`src/rtl/laser_pkg.sv`:
```
// Shared constants, state encoding and point type for the LASER host and its coverage checker.
package laser_pkg;

    localparam int NPTS      = 40;
    localparam int RADIUS_SQ = 16;
    localparam int CW        = 4;
    localparam int NW        = 6;

    typedef enum logic [2:0] {
        IDLE   = 3'd0,
        KICK   = 3'd1,
        STREAM = 3'd2,
        WAIT   = 3'd3,
        SCORE  = 3'd4,
        REPORT = 3'd5
    } state_t;

    typedef struct packed {
        logic [CW-1:0] y;
        logic [CW-1:0] x;
    } pt_t;

    function automatic logic [CW-1:0] absdiff(input logic [CW-1:0] a, input logic [CW-1:0] b);
        return (a >= b) ? (a - b) : (b - a);
    endfunction

endpackage

```
`src/rtl/laser_cover_chk.sv`:
```
// Combinational coverage test: a point is covered when it lies within RSQ (squared distance) of either center.
module laser_cover_chk
    import laser_pkg::*;
#(
    parameter int RSQ = RADIUS_SQ
) (
    input  pt_t  i_pt,
    input  pt_t  i_c1,
    input  pt_t  i_c2,
    output logic o_covered
);

    logic [CW-1:0] w_dx1, w_dy1, w_dx2, w_dy2;
    logic [7:0]    w_sx1, w_sy1, w_sx2, w_sy2;
    logic [8:0]    w_d1, w_d2;

    assign w_dx1 = absdiff(i_pt.x, i_c1.x);
    assign w_dy1 = absdiff(i_pt.y, i_c1.y);
    assign w_dx2 = absdiff(i_pt.x, i_c2.x);
    assign w_dy2 = absdiff(i_pt.y, i_c2.y);

    assign w_sx1 = {4'b0, w_dx1} * {4'b0, w_dx1};
    assign w_sy1 = {4'b0, w_dy1} * {4'b0, w_dy1};
    assign w_sx2 = {4'b0, w_dx2} * {4'b0, w_dx2};
    assign w_sy2 = {4'b0, w_dy2} * {4'b0, w_dy2};

    // 9-bit sums: two 225s must not wrap into the covered range
    assign w_d1 = {1'b0, w_sx1} + {1'b0, w_sy1};
    assign w_d2 = {1'b0, w_sx2} + {1'b0, w_sy2};

    assign o_covered = (w_d1 <= 9'(RSQ)) || (w_d2 <= 9'(RSQ));

endmodule

```
`src/rtl/laser_host.sv`:
```
// Host driver for the LASER solver: loads a frame, streams it, captures the centers and scores coverage.
// result_valid follows start by 1 + NPTS + solver latency + NPTS + 1 cycles; start is ignored while busy.
module laser_host #(
    parameter int NPTS      = laser_pkg::NPTS,
    parameter int RADIUS_SQ = laser_pkg::RADIUS_SQ,
    parameter int TIMEOUT   = 65535
) (
    input  logic       CLK,
    input  logic       RST,
    input  logic       wr_en,
    input  logic [5:0] wr_addr,
    input  logic [3:0] wr_x,
    input  logic [3:0] wr_y,
    input  logic       start,
    input  logic [5:0] exp_cnt,
    output logic       LRST,
    output logic [3:0] X,
    output logic [3:0] Y,
    input  logic       DONE,
    input  logic [3:0] C1X,
    input  logic [3:0] C1Y,
    input  logic [3:0] C2X,
    input  logic [3:0] C2Y,
    output logic       busy,
    output logic       result_valid,
    output logic [5:0] cover_cnt,
    output logic       pass,
    output logic       timeout,
    output logic [7:0] c1_q,
    output logic [7:0] c2_q
);

    import laser_pkg::*;

    localparam logic [NW-1:0] LAST = NW'(NPTS - 1);
    // Leaving WAIT when the timer would reach TIMEOUT-1 puts REPORT exactly TIMEOUT cycles after the stream
    localparam logic [15:0]   TLIM = 16'(TIMEOUT - 2);

    state_t        r_state, w_nxt;
    pt_t           r_mem [NPTS];
    logic [NW-1:0] r_idx, r_acc, r_exp, w_sum;
    logic [15:0]   r_tmr;
    logic          r_pass, r_timeout;
    pt_t           r_c1, r_c2;
    pt_t           w_pt;
    logic          w_cov, w_last;

    assign w_pt   = r_mem[r_idx];
    assign w_last = (r_idx == LAST);
    assign w_sum  = r_acc + NW'(w_cov);

    always_ff @(posedge CLK) begin
        if (wr_en && (wr_addr <= LAST) && (r_state != STREAM))
            r_mem[wr_addr] <= '{y: wr_y, x: wr_x};
    end

    laser_cover_chk #(.RSQ(RADIUS_SQ)) u_chk (
        .i_pt      (w_pt),
        .i_c1      (r_c1),
        .i_c2      (r_c2),
        .o_covered (w_cov)
    );

    always_comb begin
        w_nxt        = r_state;
        LRST         = 1'b0;
        X            = '0;
        Y            = '0;
        busy         = (r_state != IDLE);
        result_valid = 1'b0;
        case (r_state)
            IDLE: begin
                LRST = 1'b1;
                if (start) w_nxt = KICK;
            end
            KICK: begin
                LRST  = 1'b1;
                X     = w_pt.x;
                Y     = w_pt.y;
                w_nxt = STREAM;
            end
            STREAM: begin
                X = w_pt.x;
                Y = w_pt.y;
                if (w_last) w_nxt = WAIT;
            end
            WAIT: begin
                if (DONE)               w_nxt = SCORE;
                else if (r_tmr == TLIM) w_nxt = REPORT;
            end
            SCORE: begin
                if (w_last) w_nxt = REPORT;
            end
            REPORT: begin
                result_valid = 1'b1;
                w_nxt        = IDLE;
            end
            default: w_nxt = IDLE;
        endcase
    end

    always_ff @(posedge CLK) begin
        if (RST) begin
            r_state   <= IDLE;
            r_idx     <= '0;
            r_acc     <= '0;
            r_exp     <= '0;
            r_tmr     <= '0;
            r_pass    <= 1'b0;
            r_timeout <= 1'b0;
            r_c1      <= '0;
            r_c2      <= '0;
        end else begin
            r_state <= w_nxt;
            case (r_state)
                IDLE: begin
                    r_idx <= '0;
                    if (start) begin
                        r_exp     <= exp_cnt;
                        r_pass    <= 1'b0;
                        r_timeout <= 1'b0;
                    end
                end
                STREAM: begin
                    r_idx <= w_last ? '0 : r_idx + 1'b1;
                    r_tmr <= '0;
                end
                WAIT: begin
                    r_tmr <= r_tmr + 1'b1;
                    if (DONE) begin
                        r_c1  <= '{y: C1Y, x: C1X};
                        r_c2  <= '{y: C2Y, x: C2X};
                        r_acc <= '0;
                        r_idx <= '0;
                    end else if (r_tmr == TLIM) begin
                        r_timeout <= 1'b1;
                        r_pass    <= 1'b0;
                        r_acc     <= '0;
                    end
                end
                SCORE: begin
                    r_acc <= w_sum;
                    r_idx <= w_last ? '0 : r_idx + 1'b1;
                    if (w_last) r_pass <= (w_sum == r_exp);
                end
                default: ;
            endcase
        end
    end

    assign cover_cnt = r_acc;
    assign pass      = r_pass;
    assign timeout   = r_timeout;
    assign c1_q      = r_c1;
    assign c2_q      = r_c2;

endmodule

```
`config.mk`:
```
export PLATFORM = sky130hd
export DESIGN_NAME = laser_host
export DESIGN_NICKNAME = d
export VERILOG_FILES = /design/src/rtl/laser_pkg.sv /design/src/rtl/laser_cover_chk.sv /design/src/rtl/laser_host.sv
export SDC_FILE = /design/constraint.sdc
export NUM_CORES = 1
export LEC_CHECK = 0
export ABC_AREA = 0
export CAP_MARGIN = 10
export CORE_MARGIN = 8
export CORE_UTILIZATION = 25
export DETAILED_ROUTE_END_ITERATION = 10
export REMOVE_ABC_BUFFERS = 1
export SYNTH_ARGS = -nofsm -noshare
export SYNTH_HDL_FRONTEND = slang
export SYNTH_SLANG_ARGS = --single-unit
```
`constraint.sdc`:
```
create_clock -name CLK -period 8.3 [get_ports CLK]
set_input_delay 2.49 -clock CLK [delete_from_list [all_inputs] [get_ports CLK]]
set_output_delay 2.49 -clock CLK [all_outputs]
set_load 0.02 [all_outputs]
```
==> results of run 1 <==
## sequential cells by signal, indices dropped and copies added (netlist names), named ones only
register	cells
r_exp	6
r_tmr	16
pass	1
r_idx	6
r_state	3
timeout	1
cover_cnt	6
r_mem	320
c2_q	8
c1_q	8
## cell usage after synthesis (9+ instances only)
cell type                  number  share of area
sky130_fd_sc_hd__ha_1          67          0.046
sky130_fd_sc_hd__inv_1         84          0.017
sky130_fd_sc_hd__dfxtp_1       61          0.068
sky130_fd_sc_hd__a21o_1         9         0.0037
sky130_fd_sc_hd__nor2_1        93          0.019
sky130_fd_sc_hd__nand2_1       77          0.016
sky130_fd_sc_hd__mux4_2        16          0.020
sky130_fd_sc_hd__mux2i_1      152          0.084
sky130_fd_sc_hd__fa_1          30          0.033
sky130_fd_sc_hd__nand3_1       13         0.0036
sky130_fd_sc_hd__a22oi_1       70          0.029
sky130_fd_sc_hd__nor4_2         9         0.0062
sky130_fd_sc_hd__clkbuf_1      20         0.0042
sky130_fd_sc_hd__edfxtp_1     320           0.53
sky130_fd_sc_hd__nand4_1        9         0.0031
sky130_fd_sc_hd__a21oi_1       83          0.023
sky130_fd_sc_hd__nor2b_1       22         0.0076
sky130_fd_sc_hd__a22o_1         9         0.0044
sky130_fd_sc_hd__mux2_2        11         0.0069
sky130_fd_sc_hd__o21ai_0       23         0.0064
sky130_fd_sc_hd__xnor2_1       10         0.0049
sky130_fd_sc_hd__nor3_1        11         0.0030
sky130_fd_sc_hd__xor2_1        15         0.0073
sky130_fd_sc_hd__buf_2         15         0.0042
sky130_fd_sc_hd__buf_4         10         0.0042
## repair_timing
action,CTS,global route
gates resized for setup,12,93
setup buffers,3,29
endpoints found under the setup margin,2,4
pin swaps,1,32
gates cloned,3,3
## worst register-to-register path: cells and delay by family, from the launching register on
kind / cells / cell delay [ns]
AOI/OAI and AO/OA: 9 / 1.42
adders and majority gates: 10 / 3.59
muxes: 3 / 0.49
buffers and inverters: 9 / 0.99
and+or+nand+nor: 7 / 1.06
DFF: 1 / 0.41
## routing by layer
layer	up-vias	routed length, um	track usage
met2	349	20000	0.163
met4	0	1020	0.0276
met5	-	0	0
met3	63	3180	0.0215
li1	5274	-	-
met1	5523	19900	0.143
## layout make-up
type | instances | area, um^2
fill | 7007 | 49100
sequential | 381 | 10800
multi-input combinational | 816 | 6950
timing repair buffer | 162 | 1730
tap | 950 | 1190
clock buffer | 49 | 1080
inverter | 85 | 319
clock inverter | 27 | 258
## worst paths after layout
| kind | from | to | slack (ns) | depth (start not counted) |
|---|---|---|---|---|
| setup reg to reg | register | pass | 0.21 | 38 |
| setup / recovery | register | pass | 0.21 | 38 |
| hold / removal | r_tmr[6] | r_tmr[6] | 0.48 | 2 |
| hold reg to reg | r_tmr[6] | r_tmr[6] | 0.48 | 2 |
## cells by family (layout without fill, tap and decap cells)
logic type | count (synthesis) | count (layout) | share of synthesized area
DFF | 381 | 381 | 0.600
and+or+nand+nor | 289 | 289 | 0.0796
AOI/OAI and AO/OA | 226 | 226 | 0.0802
muxes | 179 | 179 | 0.111
buffers and inverters | 145 | 323 | 0.0375
adders and majority gates | 97 | 97 | 0.0797
xor gates and xnor gates | 25 | 25 | 0.0121
## per-stage QoR
step | hold WS (ns) | area (um^2) | total power (W) | worst slack (ns) | util
finish | 0.476 | 22400 | 0.00469 | 0.214 | 0.313
detailed placement | 0.467 | 20100 | 0.00284 | -0.129 | 0.282
global route | 0.503 | 22400 | 0.00490 | -0.149 | 0.313
floorplan | 0.442 | 17700 | 0.00264 | -4.19 | -
CTS | 0.475 | 21600 | 0.00468 | 0.00925 | 0.303
global placement | 0.456 | 20100 | 0.00282 | 0.0710 | 0.282
## power by group
part           switching (W)  internal, W
registers         0.00000827      0.00208
logic               0.000422     0.000374
clock network       0.000750      0.00106
total                0.00118      0.00351
==> out/summary.txt, run 1 <==
Tightest Hold Check Type: reg2reg
Power Dens Cells: 210 nW/um^2
quantity of I/O buffers inserted on ports: 75
slowest library cell on the worst path: sky130_fd_sc_hd__fa_1
number of flops mapped to enable cells by yosys: 320
Routed wire per std cell: 17.8 um
Die H: 285 um
number of antenna diodes: 0
synth unique cells: 59
number of buffers inserted during clock tree synthesis: 41
share of layout cells above drive strength 1: 0.178
Core Rows: 98
clock transition time at the flip-flop clock pins of the worst setup and hold paths: 0.06 ns
final worst-path cycle share: 0.974
Core Box Area: 71500 um^2
mean instance size in the synthesized netlist: 13.5 um^2
peak supply drop: 0.134 mV
number of global-route vias before repair: 11317
most frequent standard cell in the layout excluding fill and tap cells: sky130_fd_sc_hd__edfxtp_1
skew final: 0.0161 ns
proportion of synthesized chip area in sequential cells: 0.600
post-DP HPWL: 29.1 mm
synthesized instance count: 1342
DIE AREA: 81100 um^2
crit path launch type: register
DRC violation total after the first TritonRoute iteration: 787
chip width: 285 um
Routed Antenna Nets: 0
total vias in the final route: 11209
non-filler cells, final: 2470
number of endpoints failing setup at the final stage: 0
Via density: 4.54
proportion of register bits with asynchronous set or reset after synthesis: 0
GR Util All Layers: 0.103
initial core utilization: 0.253
critical-path maximum fanout: 6
wire length of the first global-routing pass: 66.8 mm
number of storage elements in the synthesis netlist: 381
nature of the critical path endpoint: register
final estimated routing congestion in global placement: 0.822
CP Data Required Time: 8.75 ns
final critical delay including setup and external delays: 8.09 ns
type of the worst setup path: reg2reg
clock latency of the later-clocked register in the worst-skew pair: 0.57 ns
post-route setup TNS: 0 ns
Final Hold Violating Endpoints: 0
layout overhead on the synthesized area: 23.8%
clock root buffer: sky130_fd_sc_hd__clkbuf_16
GRT Residual Overflow: 0
worst-case headroom to the max-slew limit: 0.257
maximum count of clock buffers along a single path: 3
number of sinks handled by clock tree synthesis: 381
setup repair after global routing missed its margin: yes
Worst Path Buf+Inv: 9
Placed Cells incl. Taps: 2356
iteration count of the initial detailed-routing pass: 5
synthesized cell area: 18100 um^2
most frequent cells in the layout: sky130_fd_sc_hd__edfxtp_1 (320), sky130_fd_sc_hd__mux2i_1 (140), sky130_fd_sc_hd__nor2_1 (92)
CTS tree: yes
leading register cell type out of synthesis: sky130_fd_sc_hd__edfxtp_1
status: finished, final reports clean
number of antenna violations at the first check in global routing: 0
CP most frequent cell: sky130_fd_sc_hd__fa_1
max-slew violation count: 0
endpoint arrival time on the critical path: 8.53 ns
H-Tree Depth: 2
number of I/O pins: 76
kind of cell with the highest combined delay on the critical path: adder cells
Final #Nets: 1625
Synthesis Warnings: 0
slew at the pin with the worst max-slew slack: 1.11 ns
pin count of the biggest net entering global routing: 53
CP max stage delay: 0.55 ns
wirelength, routed: 44.1 mm
total of hold buffers inserted after clock tree synthesis: 0
Highest Clock Rate: 124 MHz
number of max-cap violations: 0
LEAKAGE: 7.35 nW
Remaining DRCs: 0
No activity file was read; power rests on OpenSTA's default activity.
==> run 2: changes to the inputs <==
==> constraint.sdc (replaced) <==
create_clock -name CLK -period 9.5 [get_ports CLK]
set_input_delay 2.85 -clock CLK [delete_from_list [all_inputs] [get_ports CLK]]
set_output_delay 2.85 -clock CLK [all_outputs]
set_load 0.02 [all_outputs]
==> run 2 against run 1 <==
  * Clock skew up 0.011 ns
  * Largest power group unchanged
  * Highest routed layer is now met5
  * Non-clock buffer count down 48
  * Clock power down 13%
  * Worst hold slack better by 0.0046 ns
  * Die area unchanged
  * Register-to-register slack better by 0.44 ns
==> out/summary.txt, run 2 (synthesis gave the netlist of run 1 again) <==
Die H: 285 um (unchanged)
quantity of I/O buffers inserted on ports: 75 (unchanged)
number of global-route vias before repair: 11286 (-0.27%)
most frequent cells in the layout: sky130_fd_sc_hd__edfxtp_1 (320), sky130_fd_sc_hd__mux2i_1 (151), sky130_fd_sc_hd__nor2_1 (92)
LEAKAGE: 6.99 nW (-4.9%)
chip width: 285 um (unchanged)
Core Box Area: 71500 um^2 (unchanged)
clock root buffer: sky130_fd_sc_hd__clkbuf_16
wire length of the first global-routing pass: 66.8 mm (about the same)
number of antenna violations at the first check in global routing: 2 (+2)
layout overhead on the synthesized area: 18.0%
skew final: 0.0274 ns (+0.0114 ns)
kind of cell with the highest combined delay on the critical path: adder cells
Tightest Hold Check Type: reg2reg
DRC violation total after the first TritonRoute iteration: 834 (+6.0%)
endpoint arrival time on the critical path: 9.29 ns (+0.76 ns)
slew at the pin with the worst max-slew slack: 1.04 ns (-0.0731 ns)
final critical-path setup slack: 0.658 ns (+0.444 ns)
Worst Path Buf+Inv: 5 (-4)
Regs by FF count: r_mem: 320 flops, r_tmr: 16 flops
register name with the most flops: r_mem
CP max stage delay: 0.55 ns (about the same)
post-placement worst setup slack: 0.408 ns (+0.537 ns)
number of endpoints failing setup at the final stage: 0 (unchanged)
Final #Nets: 1577 (-3.0%)
Routed wire per std cell: 17.7 um (-0.55%)
type of the worst setup path: reg2reg
H-Tree Depth: 2 (unchanged)
most frequent standard cell in the layout excluding fill and tap cells: sky130_fd_sc_hd__edfxtp_1
pin count of the biggest net entering global routing: 53 (unchanged)
Power Dens Cells: 188 nW/um^2 (-11%)
wire length on met3: 3.08 mm (-3.1%)
R2R Path End: pass
clock transition time at the flip-flop clock pins of the worst setup and hold paths: 0.06 ns (about the same)
logic depth of the worst register-to-register path: 34 (-11%)
slowest library cell on the worst path: sky130_fd_sc_hd__fa_1
iteration count of the initial detailed-routing pass: 7 (+2)
end point of the most critical hold path: c2_q[3]
met2 wirelength from detailed routing: 20.1 mm (+0.73%)
CP most frequent cell: sky130_fd_sc_hd__fa_1
CTS tree: yes
sequential power share: 0.457 (+0.012)
max-slew violation count: 0 (unchanged)
number of sinks handled by clock tree synthesis: 381 (unchanged)
status: finished, final reports clean
switching fraction of total power: 0.253 (+0.00130)
cell depth of the worst setup path: 34 (-11%)
Highest Clock Rate: 113 MHz (-8.6%)
CP Data Required Time: 9.95 ns (+1.20 ns)
worst-case headroom to the max-slew limit: 0.307 (+0.0504)
final critical delay including setup and external delays: 8.84 ns (+0.756 ns)
Final Hold Violating Endpoints: 0 (unchanged)
internal power summed over all cells: 0.00299 W (-15%)
DIE AREA: 81100 um^2 (unchanged)
max FFs per register: 320 (unchanged)
cell depth of the worst hold path: 2 (unchanged)
top layer reached by signal wires: met5
number of buffers inserted during clock tree synthesis: 41 (unchanged)
met1 wire length: 19.1 mm (-3.6%)
Remaining DRCs: 0 (unchanged)
post-DP HPWL: 29.9 mm (+2.7%)
peak supply drop: 0.0972 mV (-27%)
final worst-path cycle share: 0.931 (-0.0435)
net switching power figure: 0.00101 W (-14%)
power share of the clock group: 0.394 (+0.009)
number of max-cap violations: 0 (unchanged)
critical-path maximum fanout: 25 (+19)
GR Util All Layers: 0.103 (about the same)
part of the total power dissipated in combinational logic: 0.150 (-0.020)
nature of the critical path endpoint: register
share of layout cells above drive strength 1: 0.103 (-0.0751)
crit path launch type: register
Core Rows: 98 (unchanged)
clock latency of the later-clocked register in the worst-skew pair: 0.57 ns (about the same)
maximum count of clock buffers along a single path: 3 (unchanged)
final estimated routing congestion in global placement: 0.852 (+3.7%)
setup slack of the most critical reg-to-reg path: 0.66 ns (+0.44 ns)
wirelength, routed: 43.0 mm (-2.4%)
GRT Residual Overflow: 0 (unchanged)
initial core utilization: 0.253 (unchanged)
Tot Pwr: 0.00400 W (-15%)
number of I/O pins: 76 (unchanged)
Hold Crit Start: c2_q[3]
setup repair after global routing missed its margin: no
Via density: 4.54 (about the same)
Routed Antenna Nets: 0 (unchanged)
total vias in the final route: 10995 (-1.9%)
[run 2: how the worst max path moves through the flow]
stage,from,to,slack (ns)
2_1_floorplan,register,pass,-2.99
3_3_place_gp,register,pass,0.64
3_5_place_dp,register,pass,0.41
4_1_cts,register,pass,0.42
5_1_grt,register,pass,0.05
6_report,register,pass,0.66
[run 2: what timing repair did]
action                                  4_1_cts  5_1_grt
hold buffers                                  0        0
hold endpoints to repair                      0        0
endpoints found under the setup margin        0        2
setup buffers                                 0        1
resized for setup                             0        3
[run 2: per-layer routing]
metal | up-vias | GRT usage
met5 | - | 0
met4 | 2 | 0.0230
met3 | 48 | 0.0244
met2 | 304 | 0.168
met1 | 5460 | 0.138
li1 | 5181 | -
[run 2: through the flow]
stage          std cells  TNS, ns   util  hold WS, ns  instance area, um^2
5_1_grt             2422        0  0.298        0.508                21300
3_5_place_dp        2345        0  0.279        0.474                20000
2_1_floorplan       1282   -18.76      -        0.442                17700
3_3_place_gp        2345        0  0.279        0.456                20000
6_report            2424        0  0.298        0.480                21300
4_1_cts             2421        0  0.298        0.483                21300
[run 2: worst reg2reg max path, delay by kind of cell, from the launching register on]
| kind | cells | cell delay [ns] |
|---|---|---|
| adder cells (fa/ha/maj) | 10 | 3.79 |
| AO/OA/AOI/OAI | 9 | 1.83 |
| AND/OR/NAND/NOR | 8 | 1.44 |
| buffers and inverters | 5 | 0.72 |
| flip-flops | 1 | 0.49 |
| multiplexers | 2 | 0.47 |
[run 2: cell type report]
| type | instances | area (um^2) |
|---|---|---|
| multi-input cells | 816 | 6560 |
| repair buffers | 114 | 1080 |
| fillers | 7085 | 50200 |
| flip-flops and latches | 381 | 10800 |
| inverters | 85 | 319 |
| diodes | 2 | 5.00 |
| clock buffers | 50 | 1090 |
| clock inverters | 26 | 229 |
| well taps | 950 | 1190 |
[run 2: power by group through the flow]
stage / Sequential, W / Combinational, W / Clock [W]
final: 0.00183 / 0.000600 / 0.00157
after global routing: 0.00183 / 0.000689 / 0.00168
after CTS: 0.00183 / 0.000609 / 0.00161
after detailed placement: 0.00186 / 0.000605 / 0
after global placement: 0.00186 / 0.000585 / 0
after floorplan: 0.00188 / 0.000423 / 0
